File: src/rtl/me_run_ctrl_if.sv
// ---------------------------------------------------------------------------
// me_run_ctrl_if
// Four-phase req/ack link between the run controller and the
// motion-estimation core, together with the core's result buses.
//
//   req          controller -> core   search request
//   ack          core -> controller   acknowledge; results valid while high
//   min_cnt_in   core -> controller   CNT_WIDTH result
//   min_sad_in   core -> controller   SAD_WIDTH result
//   min_mvec_in  core -> controller   CNT_WIDTH result
//
// Modports: master = run controller side, slave = core side.
// ---------------------------------------------------------------------------
interface me_run_ctrl_if #(
    parameter int CNT_WIDTH = 12,
    parameter int SAD_WIDTH = 16
);
    logic                 req;
    logic                 ack;
    logic [CNT_WIDTH-1:0] min_cnt_in;
    logic [SAD_WIDTH-1:0] min_sad_in;
    logic [CNT_WIDTH-1:0] min_mvec_in;

    modport master (
        output req,
        input  ack,
        input  min_cnt_in,
        input  min_sad_in,
        input  min_mvec_in
    );

    modport slave (
        input  req,
        output ack,
        output min_cnt_in,
        output min_sad_in,
        output min_mvec_in
    );
endinterface

File: src/rtl/me_run_ctrl.sv
// ---------------------------------------------------------------------------
// me_run_ctrl
// Run controller between two board push-buttons and the motion-estimation
// core. Buttons are synchronised and debounced; a filtered press drives a
// four-phase req/ack handshake with the core. Each completed search latches
// the core results, its latency in clock cycles and a completed-run count.
// Supports single-shot and auto-repeat operation and abort on stop.
//
// Ports
//   clk, rst     system clock, synchronous active-high reset
//   start_n      raw start button, active-low, asynchronous
//   stop_n       raw stop button, active-low, asynchronous
//   auto_mode    1 = re-issue req after every completed run
//   core         req/ack + result buses (me_run_ctrl_if.master)
//   busy         1 whenever the controller is not idle
//   done         one-cycle pulse, coincides with new results on the outputs
//   aborted      sticky, set on stop-abort, cleared by the next accepted start
//   min_cnt, min_sad, min_mvec   captured results
//   cycles       latency of the last completed run (saturating)
//   run_count    completed runs (wrapping)
// ---------------------------------------------------------------------------
module me_run_ctrl #(
    parameter int CNT_WIDTH       = 12,
    parameter int SAD_WIDTH       = 16,
    parameter int DEBOUNCE_CYCLES = 16,
    parameter int CYC_WIDTH       = 24,
    parameter int RUN_WIDTH       = 16
) (
    input  logic                 clk,
    input  logic                 rst,
    input  logic                 start_n,
    input  logic                 stop_n,
    input  logic                 auto_mode,
    me_run_ctrl_if.master        core,
    output logic                 busy,
    output logic                 done,
    output logic                 aborted,
    output logic [CNT_WIDTH-1:0] min_cnt,
    output logic [SAD_WIDTH-1:0] min_sad,
    output logic [CNT_WIDTH-1:0] min_mvec,
    output logic [CYC_WIDTH-1:0] cycles,
    output logic [RUN_WIDTH-1:0] run_count
);
    localparam int              DB_W    = $clog2(DEBOUNCE_CYCLES);
    localparam logic [DB_W-1:0] DB_MAX  = DB_W'(DEBOUNCE_CYCLES - 1);
    localparam logic [DB_W-1:0] DB_ZERO = {DB_W{1'b0}};

    typedef enum logic [2:0] {
        ST_IDLE    = 3'd0,
        ST_REQ     = 3'd1,
        ST_CAPTURE = 3'd2,
        ST_RELEASE = 3'd3,
        ST_ABORT   = 3'd4
    } state_t;

    // Button path, bit 0 = start, bit 1 = stop. Reset level is "released".
    logic [1:0]      sync1_q;
    logic [1:0]      sync2_q;
    logic [1:0]      filt_q;
    logic [DB_W-1:0] db_cnt_q [2];
    logic [1:0]      press_d;
    logic            start_p;
    logic            stop_p;

    state_t               state_q;
    logic                 req_q;
    logic                 busy_q;
    logic                 done_q;
    logic                 aborted_q;
    logic                 stop_seen_q;
    logic [CNT_WIDTH-1:0] min_cnt_q;
    logic [SAD_WIDTH-1:0] min_sad_q;
    logic [CNT_WIDTH-1:0] min_mvec_q;
    logic [CYC_WIDTH-1:0] cycles_q;
    logic [CYC_WIDTH-1:0] lat_q;
    logic [CYC_WIDTH-1:0] lat_d;
    logic [RUN_WIDTH-1:0] run_count_q;

    // Two-flop synchroniser followed by a per-button stability counter.
    always_ff @(posedge clk) begin
        if (rst) begin
            sync1_q <= 2'b11;
            sync2_q <= 2'b11;
            filt_q  <= 2'b11;
            for (int b = 0; b < 2; b++) begin
                db_cnt_q[b] <= DB_ZERO;
            end
        end else begin
            sync1_q <= {stop_n, start_n};
            sync2_q <= sync1_q;
            for (int b = 0; b < 2; b++) begin
                if (sync2_q[b] == filt_q[b]) begin
                    db_cnt_q[b] <= DB_ZERO;
                end else if (db_cnt_q[b] == DB_MAX) begin
                    filt_q[b]   <= sync2_q[b];
                    db_cnt_q[b] <= DB_ZERO;
                end else begin
                    db_cnt_q[b] <= db_cnt_q[b] + DB_W'(1);
                end
            end
        end
    end

    // Press pulse is raised in the cycle the filtered level is about to fall,
    // so the FSM reacts on the same edge that updates the filter.
    always_comb begin
        press_d = 2'b00;
        for (int b = 0; b < 2; b++) begin
            if ((sync2_q[b] != filt_q[b]) && (db_cnt_q[b] == DB_MAX) && filt_q[b]) begin
                press_d[b] = 1'b1;
            end else begin
                press_d[b] = 1'b0;
            end
        end
    end

    assign start_p = press_d[0];
    assign stop_p  = press_d[1];

    // Saturating increment of the latency counter.
    always_comb begin
        if (&lat_q) begin
            lat_d = lat_q;
        end else begin
            lat_d = lat_q + CYC_WIDTH'(1);
        end
    end

    // Run-control FSM with registered handshake and status outputs.
    // Results are latched on the edge that enters CAPTURE, while ack is
    // known high, so they are visible together with the done pulse.
    always_ff @(posedge clk) begin
        if (rst) begin
            state_q     <= ST_IDLE;
            req_q       <= 1'b0;
            busy_q      <= 1'b0;
            done_q      <= 1'b0;
            aborted_q   <= 1'b0;
            stop_seen_q <= 1'b0;
            min_cnt_q   <= {CNT_WIDTH{1'b0}};
            min_sad_q   <= {SAD_WIDTH{1'b0}};
            min_mvec_q  <= {CNT_WIDTH{1'b0}};
            cycles_q    <= {CYC_WIDTH{1'b0}};
            lat_q       <= {CYC_WIDTH{1'b0}};
            run_count_q <= {RUN_WIDTH{1'b0}};
        end else begin
            done_q <= 1'b0;
            case (state_q)
                ST_IDLE: begin
                    if (start_p && !stop_p) begin
                        state_q   <= ST_REQ;
                        req_q     <= 1'b1;
                        busy_q    <= 1'b1;
                        aborted_q <= 1'b0;
                        lat_q     <= {CYC_WIDTH{1'b0}};
                    end
                end
                ST_REQ: begin
                    // stop takes priority over a simultaneous ack
                    if (stop_p) begin
                        state_q <= ST_ABORT;
                        req_q   <= 1'b0;
                    end else if (core.ack) begin
                        state_q     <= ST_CAPTURE;
                        done_q      <= 1'b1;
                        min_cnt_q   <= core.min_cnt_in;
                        min_sad_q   <= core.min_sad_in;
                        min_mvec_q  <= core.min_mvec_in;
                        cycles_q    <= lat_q;
                        run_count_q <= run_count_q + RUN_WIDTH'(1);
                        stop_seen_q <= 1'b0;
                    end else begin
                        lat_q <= lat_d;
                    end
                end
                ST_CAPTURE: begin
                    state_q     <= ST_RELEASE;
                    req_q       <= 1'b0;
                    stop_seen_q <= stop_seen_q | stop_p;
                end
                ST_RELEASE: begin
                    if (!core.ack) begin
                        stop_seen_q <= 1'b0;
                        if (auto_mode && !stop_seen_q && !stop_p) begin
                            state_q <= ST_REQ;
                            req_q   <= 1'b1;
                            lat_q   <= {CYC_WIDTH{1'b0}};
                        end else begin
                            state_q <= ST_IDLE;
                            busy_q  <= 1'b0;
                        end
                    end else begin
                        stop_seen_q <= stop_seen_q | stop_p;
                    end
                end
                ST_ABORT: begin
                    if (!core.ack) begin
                        state_q   <= ST_IDLE;
                        busy_q    <= 1'b0;
                        aborted_q <= 1'b1;
                    end
                end
                default: begin
                    state_q <= ST_IDLE;
                    req_q   <= 1'b0;
                    busy_q  <= 1'b0;
                end
            endcase
        end
    end

    assign core.req  = req_q;
    assign busy      = busy_q;
    assign done      = done_q;
    assign aborted   = aborted_q;
    assign min_cnt   = min_cnt_q;
    assign min_sad   = min_sad_q;
    assign min_mvec  = min_mvec_q;
    assign cycles    = cycles_q;
    assign run_count = run_count_q;
endmodule

File: src/flat_wrapper.sv
// flat-port wrapper written by rule: the top's interface ports become plain ports
module me_run_ctrl_flat 
#(
    parameter int CNT_WIDTH       = 12,
    parameter int SAD_WIDTH       = 16,
    parameter int DEBOUNCE_CYCLES = 16,
    parameter int CYC_WIDTH       = 24,
    parameter int RUN_WIDTH       = 16
)
  (clk, rst, start_n, stop_n, auto_mode, busy, done, aborted, min_cnt, min_sad, min_mvec, cycles, run_count, core_req, core_ack, core_min_cnt_in, core_min_sad_in, core_min_mvec_in);
  me_run_ctrl_if #(.CNT_WIDTH(CNT_WIDTH), .SAD_WIDTH(SAD_WIDTH)) core_i ();
  input  logic clk;
  input  logic rst;
  input  logic start_n;
  input  logic stop_n;
  input  logic auto_mode;
  output logic busy;
  output logic done;
  output logic aborted;
  output logic [CNT_WIDTH-1:0] min_cnt;
  output logic [SAD_WIDTH-1:0] min_sad;
  output logic [CNT_WIDTH-1:0] min_mvec;
  output logic [CYC_WIDTH-1:0] cycles;
  output logic [RUN_WIDTH-1:0] run_count;
  output wire logic [$bits(core_i.req)-1:0] core_req;
  input wire logic [$bits(core_i.ack)-1:0] core_ack;
  input wire logic [$bits(core_i.min_cnt_in)-1:0] core_min_cnt_in;
  input wire logic [$bits(core_i.min_sad_in)-1:0] core_min_sad_in;
  input wire logic [$bits(core_i.min_mvec_in)-1:0] core_min_mvec_in;
  assign core_req = core_i.req;
  assign core_i.ack = core_ack;
  assign core_i.min_cnt_in = core_min_cnt_in;
  assign core_i.min_sad_in = core_min_sad_in;
  assign core_i.min_mvec_in = core_min_mvec_in;
  me_run_ctrl #(.CNT_WIDTH(CNT_WIDTH), .SAD_WIDTH(SAD_WIDTH), .DEBOUNCE_CYCLES(DEBOUNCE_CYCLES), .CYC_WIDTH(CYC_WIDTH), .RUN_WIDTH(RUN_WIDTH)) u_core (.clk(clk), .rst(rst), .start_n(start_n), .stop_n(stop_n), .auto_mode(auto_mode), .core(core_i), .busy(busy), .done(done), .aborted(aborted), .min_cnt(min_cnt), .min_sad(min_sad), .min_mvec(min_mvec), .cycles(cycles), .run_count(run_count));
endmodule
File: config.mk
export PLATFORM = sky130hd
export DESIGN_NAME = me_run_ctrl_flat
export DESIGN_NICKNAME = d
export VERILOG_FILES = /design/src/rtl/me_run_ctrl_if.sv /design/src/rtl/me_run_ctrl.sv /design/src/flat_wrapper.sv
export SDC_FILE = /design/constraint.sdc
export NUM_CORES = 1
export LEC_CHECK = 0
export ABC_AREA = 1
export CAP_MARGIN = 20
export CORE_UTILIZATION = 65
export CTS_CLUSTER_SIZE = 10
export DETAILED_ROUTE_END_ITERATION = 12
export DONT_BUFFER_PORTS = 1
export PLACE_DENSITY = 0.81
export SLEW_MARGIN = 25
export SYNTH_ARGS = -nofsm -noshare
export SYNTH_HDL_FRONTEND = slang
export SYNTH_SLANG_ARGS = --single-unit
File: constraint.sdc
create_clock -name clk -period 3 [get_ports clk]
set_clock_uncertainty 0.05 [all_clocks]
set_input_delay 0.6 -clock clk [delete_from_list [all_inputs] [get_ports clk]]
set_output_delay 0.6 -clock clk [all_outputs]
set_load 0.02 [all_outputs]
==> results.json <==
{
  "syn2layout_area_growth_pct": 9.077,
  "synthMuxAreaShare_pct": 0,
  "antenna_found_initial": 0,
  "end_kind": "flip-flop",
  "ys.flop_type": "dfxtp_1",
  "finalSetupTns_ps": 0,
  "startpoint_type": "flip-flop",
  "crit_start": "u_core.db_cnt_q[1][0]",
  "final_core_util_pct": 72.94,
  "drv_cap": 0,
  "hold_class": "in -> reg",
  "gr-total-overflow": 0,
  "powerDensity_nw_per_um2": 568.6,
  "timing.fmax_ghz": 0.4297,
  "ant_nets": 0,
  "synth_compound_area_share_pct": 11.64,
  "drv_slew": 0,
  "syn_inst": 822,
  "die_h_um": 96.49,
  "yosysWarnings": 0,
  "hold_start": "rst",
  "met1_length_mm": 5.413,
  "viasPerCell": 5.498,
  "ctsResizeCount": 0,
  "dieWidth_um": 96.49,
  "synth_fa_ha_area_share_pct": 0.8624,
  "vdd_ir_drop_max_v": 0.0004278,
  "synth_simple_gate_area_share_pct": 32.23,
  "grt_setup_unrepaired": "no",
  "grt_usage_pct": 28.20,
  "leakage_uw": 0.002424,
  "crit_arrival_ps": 2710,
  "grt_pass1_wl_mm": 20.38,
  "synth_xor_area_share_pct": 1.660,
  "routed_wl_mm": 12.88,
  "synth_top_family_by_area": "simple AND/OR/NAND/NOR gates",
  "clk_latency_ps": 520,
  "post-route-drc-count": 0,
  "core_um2": 8678,
  "die_area_um2": 9309,
  "clockRootBuffer": "clkbuf_8",
  "io-pin-count": 130,
  "r2r-start": "u_core.db_cnt_q[1][0]",
  "path_clk_slew_ps": 60,
  "whs_ps": 96.28,
  "synth_area_um2": 5803,
  "placedCellCount": 904,
  "synth_edf_count": 8,
  "clockBufferDepth": 2,
  "hold_buffers": 0,
  "diodes": 0,
  "wl_met3_um": 947,
  "hold_viol_final": 0,
  "status": "finished, final reports clean",
  "cts_setup_buffers": 0,
  "cts_inserted_buffers": 17,
  "cts_tree": "done",
  "path_max_fanout": 31,
  "critical_path_class": "reg -> reg",
  "routedWlPerCell_um": 13.76,
  "place.gp.congestion": 0.9556,
  "netlist-cell-type-count": 35,
  "layout.nets": 865,
  "yosys-top-cells-area": "dfxtp_1 41%, nand2_1 15%, a21oi_1 8.0%",
  "finalSetupViolations": 0,
  "max_slew.worst_pin.slew_ps": 665.3,
  "async_reset_ff_share_pct": 0,
  "ys_top_cells_by_count": "236 x nand2_1, 118 x dfxtp_1, 102 x nor2_1",
  "final_cell_count_no_fill": 936,
  "routed.top_layer": "met4",
  "post-route-period-util_pct": 77.57,
  "drt_iter0_drc": 325,
  "portBuffers": 0,
  "grt_pass1_vias": 4692,
  "worst_ep_required_time_ps": 3390,
  "rows": 34,
  "post_synth.cell_area_avg_um2": 7.060,
  "synth.top_cell.area_share_pct": 40.71,
  "dr.pass1.iters": 6,
  "yosysTopAreaCell": "dfxtp_1",
  "fin_crit_ps": 2327,
  "grt_start_max_net_pins": 71,
  "yosysSeqAreaShare_pct": 44.85,
  "ys_ff_latch": 126,
  "wl_met2_mm": 6.304,
  "drive_above_1_share_pct": 7.246,
  "clock-sinks": 126,
  "slew_headroom_pct": 55.60,
  "dp_hpwl_mm": 8.457,
  "dr_total_vias": 5146,
  "ff2ff_setup_slack_ps": 670,
  "yosysMostFrequentCell": "nand2_1",
  "h-tree-depth": 4,
  "initial_utilization_pct": 66.87
}
per-stage QoR:
stage          cell area (um^2)  power [uW]  setup slack [ps]
2_1_floorplan              5829        1788              1237
3_3_place_gp               5796        1784             847.4
5_1_grt                    6330        3697             407.9
3_5_place_dp               5796        1786             781.1
6_report                   6330        3599             673.0
4_1_cts                    6330        3616             691.4
per-layer routing:
layer,vias to the layer above,track usage (%)
li1,2600,-
met1,2326,33.22
met2,197,46.95
met3,23,9.546
met4,0,11.52
met5,-,0
cells by family (layout without fill, tap and decap cells):
family,Yosys count,after routing
buffers and inverters,110,109
XOR/XNOR,11,11
AO/OA/AOI/OAI,132,132
other,1,8
flip-flops,126,126
adder cells (fa/ha/maj),4,4
AND/OR/NAND/NOR,438,438
state kept, by name, indices dropped and copies added (netlist names):
| register | flops |
|---|---|
| u_core.cycles | 24 |
| u_core.lat_q | 24 |
| u_core.min_sad | 16 |
| u_core.run_count | 16 |
| u_core.min_cnt | 12 |
| u_core.min_mvec | 12 |
| u_core.db_cnt_q | 8 |
| u_core.state_q | 3 |
| u_core.filt_q | 2 |
| u_core.sync1_q | 2 |
| u_core.sync2_q | 2 |
| u_core.aborted | 1 |
| u_core.busy | 1 |
| u_core.core.req | 1 |
| u_core.done | 1 |
| u_core.stop_seen_q | 1 |
critical path, cell delays in order (launching register included):
cell and delay [ps]:
edfxtp_1 420, ha_1 260, nand3_2 140, nor2_4 60, nor2_1 220, nand2_2 240, inv_2 270, buf_4 340
nand2_1 80, a21oi_1 150
cells in the final DEF, fill, tap and decap left out, types with 2 or more instances in the layout:
cell type | synthesis | layout
or2_2 | 5 | 5
ha_1 | 4 | 4
clkinv_4 | 0 | 2
clkinv_2 | 1 | 5
xnor2_1 | 3 | 3
buf_4 | 8 | 2
clkbuf_1 | 13 | 4
inv_1 | 69 | 69
edfxtp_1 | 8 | 8
nor2_1 | 102 | 102
dfxtp_1 | 118 | 118
a21oi_1 | 93 | 93
nand2_1 | 236 | 235
o211ai_1 | 3 | 3
nand3_2 | 3 | 3
nand2_2 | 7 | 8
nand3_1 | 57 | 57
inv_2 | 2 | 2
nor2_2 | 2 | 2
xor2_1 | 8 | 8
o21ai_0 | 34 | 34
nor2_4 | 2 | 2
conb_1 | 1 | 8
buf_12 | 0 | 2
nand2_4 | 2 | 2
clkinvlp_4 | 0 | 2
nand4_1 | 5 | 5
clkbuf_8 | 0 | 2
nor3_1 | 12 | 12
clkbuf_16 | 0 | 16
final timing paths:
check,endpoint,cells after the start
worst max register to register,u_core.min_cnt[10],9
worst min register to register,u_core.sync2_q[1],1
worst max-delay path,u_core.min_cnt[10],9
worst min-delay path,u_core.min_sad[1],1
where the power goes:
group | leakage [uW] | switching [uW] | total, uW | internal (uW)
Clock | 0.000259 | 731 | 1850 | 1120
Combinational | 0.00113 | 27.8 | 42.7 | 14.9
Sequential | 0.00103 | 7.16 | 1710 | 1700
area by class of cell:
class,instances,area [um^2]
multi-input combinational,593,2725
sequential,126,2603
fill,671,2349
clock buffer,22,442.9
inverter,73,277.8
tap,108,135.1
clock inverter,10,91.34
timing repair buffer,4,55.05
Note: power is estimated with default switching activity, not from simulation.
